File: src/rtl/sequenceur_chute_pkg.sv
// Shared definitions for the falling-brick game controller:
// state codes, column codes, limits and the height update rule.
package sequenceur_chute_pkg;

    typedef enum logic [1:0] {
        ATTENTE   = 2'd0,
        JEU       = 2'd1,
        NETTOYAGE = 2'd2,
        FIN       = 2'd3
    } etat_t;

    localparam logic [1:0] COL_GAUCHE = 2'd0;
    localparam logic [1:0] COL_CENTRE = 2'd1;
    localparam logic [1:0] COL_DROITE = 2'd2;

    localparam logic [2:0] HAUTEUR_MAX = 3'd7;
    localparam logic [7:0] SCORE_MAX   = 8'd255;
    localparam int unsigned PERIODE_DEF = 25_000_000;

    // A landing and a row clear in the same cycle cancel out.
    function automatic logic [2:0] hauteur_suivante(input logic [2:0] h,
                                                    input logic       plus,
                                                    input logic       moins);
        logic [2:0] r;
        r = h;
        if (plus && !moins && h != HAUTEUR_MAX)
            r = h + 3'd1;
        else if (moins && !plus && h != 3'd0)
            r = h - 3'd1;
        return r;
    endfunction

endpackage

File: src/rtl/sequenceur_chute_detecteur_front.sv
// Rising-edge detector for one level button: one history flop,
// a held level produces a single event.
module detecteur_front (
    input  logic clk,
    input  logic reset,
    input  logic niveau,
    output logic front
);

    logic histo;

    always_ff @(posedge clk or posedge reset) begin
        if (reset)
            histo <= 1'b0;
        else
            histo <= niveau;
    end

    assign front = niveau & ~histo;

endmodule

File: src/rtl/sequenceur_chute.sv
// Game controller: gravity tick, column steering, heights, row clear,
// score and loss freeze for the three-column falling-brick datapath.
module sequenceur_chute
    import sequenceur_chute_pkg::*;
#(
    parameter int unsigned PERIODE    = PERIODE_DEF,
    parameter logic [1:0]  COL_DEPART = COL_CENTRE
) (
    input  logic       clk,
    input  logic       reset,
    input  logic       btn_gauche,
    input  logic       btn_droite,
    input  logic       btn_start,
    input  logic       plus_gauche,
    input  logic       plus_centre,
    input  logic       plus_droite,
    input  logic       aligne,
    input  logic       perdu,
    input  logic [2:0] row,
    output logic       pulse,
    output logic [1:0] col,
    output logic [2:0] hauteur_gauche,
    output logic [2:0] hauteur_centre,
    output logic [2:0] hauteur_droite,
    output logic [7:0] score,
    output logic [1:0] etat
);

    localparam int          CW      = (PERIODE > 1) ? $clog2(PERIODE) : 1;
    localparam logic [CW-1:0] CNT_MAX = CW'(PERIODE - 1);

    etat_t           etat_q;
    logic [CW-1:0]   cnt;
    logic [2:0][2:0] haut;
    logic [2:0]      plus;
    logic            f_gauche, f_droite, f_start;
    logic [2:0]      cible_g, cible_d;
    logic            peut_gauche, peut_droite;

    detecteur_front u_front_gauche (.clk(clk), .reset(reset), .niveau(btn_gauche), .front(f_gauche));
    detecteur_front u_front_droite (.clk(clk), .reset(reset), .niveau(btn_droite), .front(f_droite));
    detecteur_front u_front_start  (.clk(clk), .reset(reset), .niveau(btn_start),  .front(f_start));

    assign plus = {plus_droite, plus_centre, plus_gauche};

    // Missing neighbour reads as full height so the move is always refused.
    always_comb begin
        cible_g = HAUTEUR_MAX;
        cible_d = HAUTEUR_MAX;
        case (col)
            COL_CENTRE: begin
                cible_g = haut[0];
                cible_d = haut[2];
            end
            COL_DROITE: cible_g = haut[1];
            COL_GAUCHE: cible_d = haut[1];
            default: ;
        endcase
    end

    assign peut_gauche = f_gauche & ~f_droite & (cible_g < row);
    assign peut_droite = f_droite & ~f_gauche & (cible_d < row);

    always_ff @(posedge clk or posedge reset) begin
        if (reset) begin
            etat_q <= ATTENTE;
            cnt    <= '0;
            pulse  <= 1'b0;
            col    <= COL_DEPART;
            haut   <= '0;
            score  <= '0;
        end else begin
            pulse <= 1'b0;
            case (etat_q)
                ATTENTE: begin
                    if (f_start) begin
                        etat_q <= JEU;
                        cnt    <= '0;
                        col    <= COL_DEPART;
                        haut   <= '0;
                        score  <= '0;
                    end
                end
                JEU: begin
                    if (cnt == CNT_MAX) begin
                        cnt   <= '0;
                        pulse <= 1'b1;
                    end else begin
                        cnt <= cnt + 1'b1;
                    end
                    if (perdu)
                        etat_q <= FIN;
                    else if (aligne)
                        etat_q <= NETTOYAGE;
                    if (peut_gauche)
                        col <= col - 2'd1;
                    else if (peut_droite)
                        col <= col + 2'd1;
                end
                NETTOYAGE: begin
                    etat_q <= JEU;
                    if (score != SCORE_MAX)
                        score <= score + 8'd1;
                end
                FIN: begin
                    if (f_start)
                        etat_q <= ATTENTE;
                end
                default: etat_q <= ATTENTE;
            endcase

            // Landings override any steering decided above.
            if (etat_q == JEU || etat_q == NETTOYAGE) begin
                for (int i = 0; i < 3; i++)
                    haut[i] <= hauteur_suivante(haut[i], plus[i], etat_q == NETTOYAGE);
                if (|plus)
                    col <= COL_DEPART;
            end
        end
    end

    assign etat           = etat_q;
    assign hauteur_gauche = haut[0];
    assign hauteur_centre = haut[1];
    assign hauteur_droite = haut[2];

endmodule

File: config.mk
export PLATFORM = sky130hd
export DESIGN_NAME = sequenceur_chute
export DESIGN_NICKNAME = d
export VERILOG_FILES = /design/src/rtl/sequenceur_chute_pkg.sv /design/src/rtl/sequenceur_chute_detecteur_front.sv /design/src/rtl/sequenceur_chute.sv
export SDC_FILE = /design/constraint.sdc
export NUM_CORES = 1
export LEC_CHECK = 0
export ABC_AREA = 1
export CAP_MARGIN = 10
export CELL_PAD_IN_SITES_DETAIL_PLACEMENT = 2
export CELL_PAD_IN_SITES_GLOBAL_PLACEMENT = 2
export CORE_MARGIN = 10
export CORE_UTILIZATION = 36
export CTS_CLUSTER_SIZE = 30
export DETAILED_ROUTE_END_ITERATION = 8
export PLACE_DENSITY = 0.94
export SLEW_MARGIN = 10
export SYNTH_ARGS = -nofsm -noshare
export SYNTH_HDL_FRONTEND = slang
export SYNTH_HIERARCHICAL = 1
export SYNTH_SLANG_ARGS = --single-unit
File: constraint.sdc
create_clock -name clk -period 4 [get_ports clk]
set_input_delay 0.8 -clock clk [delete_from_list [all_inputs] [get_ports clk]]
set_output_delay 0.8 -clock clk [all_outputs]
set_load 0.03 [all_outputs]
==> metrics.md, run 1 <==
| Metric | Value |
|---|---|
| Status | `finished, final reports clean` |
| Placer congestion estimate | `0.841` |
| Most frequent cells in the layout | `nand2_1 (105), inv_1 (69), dfrtp_1 (49), nor2_1 (43), nand3_1 (36)` |
| Critical Path AT | `2.84 ns` |
| Crit path max-delay family | `compound AO/OA/AOI/OAI gates` |
| Clock slew at reported path FFs | `0.11 ns` |
| Worst-path maximum fanout | `18` |
| FP Rows | `35` |
| DP Wirelength | `9340 um` |
| Antenna viol nets, final | `0` |
| Port Buffers | `34` |
| Pwr Total | `2.63 mW` |
| First DRT Iteration DRCs | `154` |
| Max stage delay cell, worst path | `o21ai_2` |
| Via/cell ratio | `5.50` |
| I/O Pins | `35` |
| CP Capture Type | `flip-flop` |
| Core box area | `0.00920 mm^2` |
| Data required, critical path | `4.23 ns` |
| Design area | `0.00398 mm^2` |
| Most used DFF post-synth | `dfrtp_1` |
| Pwr/cell area | `660 mW/mm^2` |
| Max clock buf depth | `2` |
| Fin crit period | `2.61 ns` |
| Die width | `117 um` |
| Placed cells | `596` |
| R2R setup slack | `1.39 ns` |
| Htree depth | `2` |
| Final wirelength | `12,500 um` |
| Final Cycle Share | `0.653` |
| Setup bufs post-CTS | `0` |
| Die ar. | `0.0137 mm^2` |
| Post-CTS resize count | `0` |
| Fin nets | `522` |
| Die Ht | `117 um` |
| First-pass GRT wire length | `20,900 um` |
| DRC Markers | `0` |
| Vias | `3,320` |
| Final clock skew | `0.0149 ns` |
| Startpoint types | `flip-flop` |
| Critical path buffer and inverter count | `3` |
| Share of layout cells above drive strength 1 | `0.0811` |
| CTS tree | `yes` |
| Post-synth cell types | `42` |
| Synthesis-to-layout area growth | `17.1%` |
| Max cap viols | `0` |
| Avg Synthesized Cell Area | `7.44 um^2` |
| Root Driver | `clkbuf_8` |
| CTS Sinks | `50` |
| Final hold violations | `0` |
| Yosys Warn Count | `6` |
| Crit-path cells | `inv_1, ha_1, o21ai_2, inv_6, nand2_4, inv_4, nor2_1` |
| Critical path class | `reg2reg` |
| Antenna cell count | `0` |
| Async S/R FF share, synth | `1.00` |
| Fmax | `383 MHz` |
| Max-slew headroom | `0.290` |
| Post-Syn Area | `0.00339 mm^2` |
| GR Util All Layers | `0.197` |
| Max-slew violations | `0` |
| Pleak | `1.86 nW` |
| RSZ-0062 raised after global routing | `no` |
| DP Area | `0.00383 mm^2` |
| Pin count of the biggest net entering global routing | `48` |
| Worst-Margin Slew | `1.06 ns` |
| Finish-stage setup viols | `0` |
| Clk_lat worst skew | `0.33 ns` |
| EDFF count, synth | `0` |
| Worst path max stage delay | `0.78 ns` |
| Hold-fix buffers, CTS | `0` |
| Maximum VDD drop | `0.403 mV` |
| Routed len/inst | `20.7 um` |
| Starting Density | `0.369` |
| Remaining Overflow, GRT | `0` |
| Pre-antenna DRT Iters | `4` |
| Cell count after synthesis | `456` |
| Hold Crit Class | `reg2reg` |
| Commonest non-fill, non-tap cell in the layout | `nand2_1` |
| Post-synthesis register bit count | `50` |
| Initial antenna violation count | `0` |
| Vias in the first global route | `3,852` |
| Fin cells | `604` |
| Syn Nets | `486` |
| Setup TNS | `0 ns` |
| Post-synthesis sequential area ratio | `0.369` |
| CTS Buf Count | `5` |
[layer usage]
| layer | up-vias | part of all wire | global-route usage |
|---|---|---|---|
| li1 | 1547 | - | - |
| met1 | 1696 | 0.41 | 0.225 |
| met2 | 50 | 0.53 | 0.360 |
| met3 | 27 | 0.028 | 0.0336 |
| met4 | 0 | 0.028 | 0.0659 |
| met5 | - | 0 | 0 |
[power by group]
group / switching, mW / internal [mW]
registers: 0.129 / 0.595
clock network: 0.198 / 0.267
logic: 0.990 / 0.446
total: 1.32 / 1.31
[state kept, by name, indices dropped and copies added, names as in the netlist]
signal,cells
hauteur_droite,3
u_front_droite/histo,1
pulse,1
hauteur_centre,3
u_front_gauche/histo,1
etat,2
u_front_start/histo,1
col,2
cnt,25
score,8
hauteur_gauche,3
[worst min-delay path: cells and delay by family (launching register included)]
kind	cells	cell delay, ns
AOI/OAI and AO/OA	1	0.05
DFF	1	0.38
and+or+nand+nor	1	0.07
[layout make-up]
cell class,count,area (um^2)
tap,111,139
clock buffer,6,82.6
fill,1080,5220
inverter,75,289
timing repair buffer,34,340
sequential,50,1250
multi-input combinational,326,1810
clock inverter,2,60.1
[logic make-up (layout without fill, tap and decap cells)]
logic type / after synthesis / in the layout / synth area share
AOI/OAI and AO/OA: 50 / 50 / 0.0899
xor gates and xnor gates: 19 / 19 / 0.0490
adders and majority gates: 17 / 17 / 0.0693
buffers and inverters: 80 / 117 / 0.0969
DFF: 50 / 50 / 0.369
and+or+nand+nor: 240 / 240 / 0.326
[per-stage QoR]
stage / hold WS (ns) / util / worst slack [ns]
after floorplan: 0.471 / - / 1.94
after global placement: 0.504 / 0.417 / 1.29
after detailed placement: 0.515 / 0.417 / 1.16
after CTS: 0.538 / 0.432 / 1.37
after global routing: 0.574 / 0.432 / 1.20
final: 0.534 / 0.432 / 1.39
[synthesized netlist by cell type (10+ instances only)]
cell,count,area share
dfrtp_1,49,0.36
a21oi_1,11,0.016
nand2_1,105,0.12
nor2_1,43,0.048
inv_1,70,0.077
nor3_1,14,0.021
nand3_1,36,0.053
xor2_1,15,0.039
ha_1,14,0.052
nand4_1,18,0.033
nor2_2,10,0.018
o21ai_0,18,0.027
[worst paths after layout]
check / from / end / depth (start not counted)
max: etat[1] / cnt[10] / 7
min: score[6] / score[6] / 2
max reg2reg: etat[1] / cnt[10] / 7
min reg2reg: score[6] / score[6] / 2
max in group asynchronous: reset / hauteur_centre[0] / 2
min in group asynchronous: reset / u_front_start/histo / 2
No activity file was read; power rests on OpenSTA's default activity.
==> run 2: changes to the inputs <==
--- a/config.mk
+++ b/config.mk
@@ -10,10 +10,10 @@
 export CELL_PAD_IN_SITES_DETAIL_PLACEMENT = 2
 export CELL_PAD_IN_SITES_GLOBAL_PLACEMENT = 2
 export CORE_MARGIN = 10
-export CORE_UTILIZATION = 36
+export CORE_UTILIZATION = 33
 export CTS_CLUSTER_SIZE = 30
 export DETAILED_ROUTE_END_ITERATION = 8
-export PLACE_DENSITY = 0.94
+export PLACE_DENSITY = 0.88
 export SLEW_MARGIN = 10
 export SYNTH_ARGS = -nofsm -noshare
 export SYNTH_HDL_FRONTEND = slang
==> constraint.sdc (replaced) <==
create_clock -name clk -period 2.6 [get_ports clk]
set_input_delay 0.52 -clock clk [delete_from_list [all_inputs] [get_ports clk]]
set_output_delay 0.52 -clock clk [all_outputs]
set_load 0.03 [all_outputs]
==> metrics.md, run 2 (synthesis results as in run 1) <==
| Metric | Value |
|---|---|
| Setup bufs post-CTS | `0 (unchanged)` |
| RSZ-0062 raised after global routing | `no` |
| Max cap viols | `0 (unchanged)` |
| Max stage delay cell, worst path | `dfrtp_1` |
| Root Driver | `clkbuf_8` |
| R2R setup slack | `0.27 ns (-1.12 ns)` |
| Final clock skew | `0.00633 ns (-0.00860 ns)` |
| Crit-path cells | `inv_1, ha_1, inv_2, nor3_1, nand2_1, o211ai_2, inv_2, nand2_1, nand2_1, a21oi_1` |
| Synthesis-to-layout area growth | `18.4%` |
| Reg-to-Reg End | `score[4]` |
| Worst-path maximum fanout | `9 (-9)` |
| Final wirelength | `11,900 um (-5.3%)` |
| Share of layout cells above drive strength 1 | `0.0885 (+0.00740)` |
| CTS Buf Count | `5 (unchanged)` |
| Htree depth | `2 (unchanged)` |
| Largest Register | `cnt` |
| GR Util All Layers | `0.172 (-0.0246)` |
| Die Ht | `121 um (+3.7%)` |
| Finish-stage setup viols | `0 (unchanged)` |
| Vias | `3,296 (-0.72%)` |
| Setup TNS | `0 ns (unchanged)` |
| Biggest regs | `cnt: 25 flops, score: 8 flops` |
| Fmax | `429 MHz (+12%)` |
| Data required, critical path | `2.85 ns (-1.38 ns)` |
| CTS tree | `yes` |
| First DRT Iteration DRCs | `140 (-9.1%)` |
| Fin crit period | `2.33 ns (-0.282 ns)` |
| Via/cell ratio | `5.23 (-4.8%)` |
| Worst-Margin Slew | `0.723 ns (-0.342 ns)` |
| Reg2Reg Depth | `10 (+3)` |
| Die width | `121 um (+3.7%)` |
| Pre-antenna DRT Iters | `4 (unchanged)` |
| Routed len/inst | `18.8 um (-9.2%)` |
| Maximum VDD drop | `0.562 mV (+40%)` |
| Hold-fix buffers, CTS | `0 (unchanged)` |
| Worst hold-check slack | `0.418 ns (-0.116 ns)` |
| Largest register FFs | `25 (unchanged)` |
| Hold Crit Class | `in2async` |
| Clk_lat worst skew | `0.32 ns (about the same)` |
| Pleak | `1.86 nW (+0.16%)` |
| Critical Path AT | `2.58 ns (-0.26 ns)` |
| Critical path class | `reg2reg` |
| Starting Density | `0.343 (-0.0266)` |
| Antenna viol nets, final | `0 (unchanged)` |
| CP Capture Type | `flip-flop` |
| Flop pwr share | `0.286 (+0.010)` |
| Max-slew headroom | `0.514 (+0.224)` |
| Most frequent cells in the layout | `nand2_1 (105), inv_1 (69), dfrtp_1 (49), nor2_1 (43), nand3_1 (36)` |
| Commonest non-fill, non-tap cell in the layout | `nand2_1` |
| Filler instances | `1,182 (+9.4%)` |
| Core box area | `0.00991 mm^2 (+7.8%)` |
| Clock slew at reported path FFs | `0.10 ns (about the same)` |
| Antenna cell count | `0 (unchanged)` |
| Worst path max stage delay | `0.47 ns (-0.31 ns)` |
| Pin count of the biggest net entering global routing | `31 (-35%)` |
| Combinational Power Share | `0.561 (+0.014)` |
| Switching share of total power | `0.505 (+0.00376)` |
| Placer congestion estimate | `0.858 (+2.0%)` |
| Clock power share | `0.153 (-0.024)` |
| Reg area | `0.00125 mm^2 (unchanged)` |
| CTS Sinks | `50 (unchanged)` |
| Port Buffers | `34 (unchanged)` |
| Vias in the first global route | `3,795 (-1.5%)` |
| Final Cycle Share | `0.896 (+0.243)` |
| P_int | `1.93 mW (+47%)` |
| FP Rows | `36 (+2.9%)` |
| Remaining Overflow, GRT | `0 (unchanged)` |
| Max-slew violations | `0 (unchanged)` |
| Net Sw Power | `1.97 mW (+49%)` |
| DP Wirelength | `8930 um (-4.4%)` |
| Final hold violations | `0 (unchanged)` |
| Multi-input logic area | `0.00181 mm^2 (unchanged)` |
| Fin nets | `526 (+0.77%)` |
| R2R Path Start | `etat[0]` |
| Pwr/cell area | `969 mW/mm^2 (+47%)` |
| Status | `finished, final reports clean` |
| Startpoint types | `flip-flop` |
| Die ar. | `0.0147 mm^2 (+7.5%)` |
| Crit-path most repeated cell | `nand2_1` |
| First-pass GRT wire length | `20,400 um (-2.6%)` |
| Post-CTS resize count | `0 (unchanged)` |
| I/O Pins | `35 (unchanged)` |
| Max clock buf depth | `2 (unchanged)` |
| DRC Markers | `0 (unchanged)` |
| Initial antenna violation count | `0 (unchanged)` |
[run 2: final cells by class]
type | instances | area share
Clock buffer | 5 | 0.0171
Clock inverter | 3 | 0.0112
Inverter | 75 | 0.0719
Multi-Input combinational cell | 326 | 0.451
Sequential cell | 50 | 0.312
Tap cell | 133 | 0.0414
Timing Repair Buffer | 38 | 0.0953
[run 2: metal layers]
metal  global-route usage  vias to the layer above  wire, um
met5                    0                        -         0
met4               0.0514                        0       191
met3               0.0256                       13       215
met2                0.310                       35      6200
met1                0.204                     1700      5250
li1                     -                     1548         -
[run 2: metrics by stage]
stage	instances	power, mW	cell area, um^2	util	setup WS, ns
floorplan	456	2.56	3390	-	0.541
global route	630	4.23	4020	0.405	0.0208
finish	630	3.89	4020	0.405	0.271
CTS	630	3.95	4020	0.405	0.265
global placement	622	3.14	3900	0.394	0.344
detailed placement	622	3.30	3900	0.394	0.118
[run 2: worst max-delay path by stage]
stage | startpoint | slack, ns | to
CTS | etat[0] | 0.26 | score[4]
finish | etat[0] | 0.27 | score[4]
global placement | btn_start | 0.34 | cnt[20]
global route | etat[0] | 0.02 | score[4]
floorplan | col[0] | 0.54 | col[0]
detailed placement | btn_start | 0.12 | cnt[20]
[run 2: critical path, delay by kind of cell, from the launching register on]
family          cells  cell delay (ns)
flops               1             0.47
compound gates      2             0.35
buf+inv             3             0.49
fa+ha+maj           1             0.39
simple gates        4             0.54
[run 2: power groups by stage]
stage	clock network [mW]	logic (mW)	registers, mW
after global routing	0.641	2.45	1.14
after global placement	0	2.03	1.11
after CTS	0.615	2.22	1.11
final	0.594	2.18	1.11
after floorplan	0	1.32	1.24
after detailed placement	0	2.18	1.12
==> run 3: changes to the inputs <==
--- a/config.mk
+++ b/config.mk
@@ -11,6 +11,7 @@
 export CELL_PAD_IN_SITES_GLOBAL_PLACEMENT = 2
 export CORE_MARGIN = 10
 export CORE_UTILIZATION = 33
+export CTS_CLUSTER_DIAMETER = 30
 export CTS_CLUSTER_SIZE = 30
 export DETAILED_ROUTE_END_ITERATION = 8
 export PLACE_DENSITY = 0.88
==> results of run 3 <==
Final layout, timing and power as in run 2 (identical DEF).
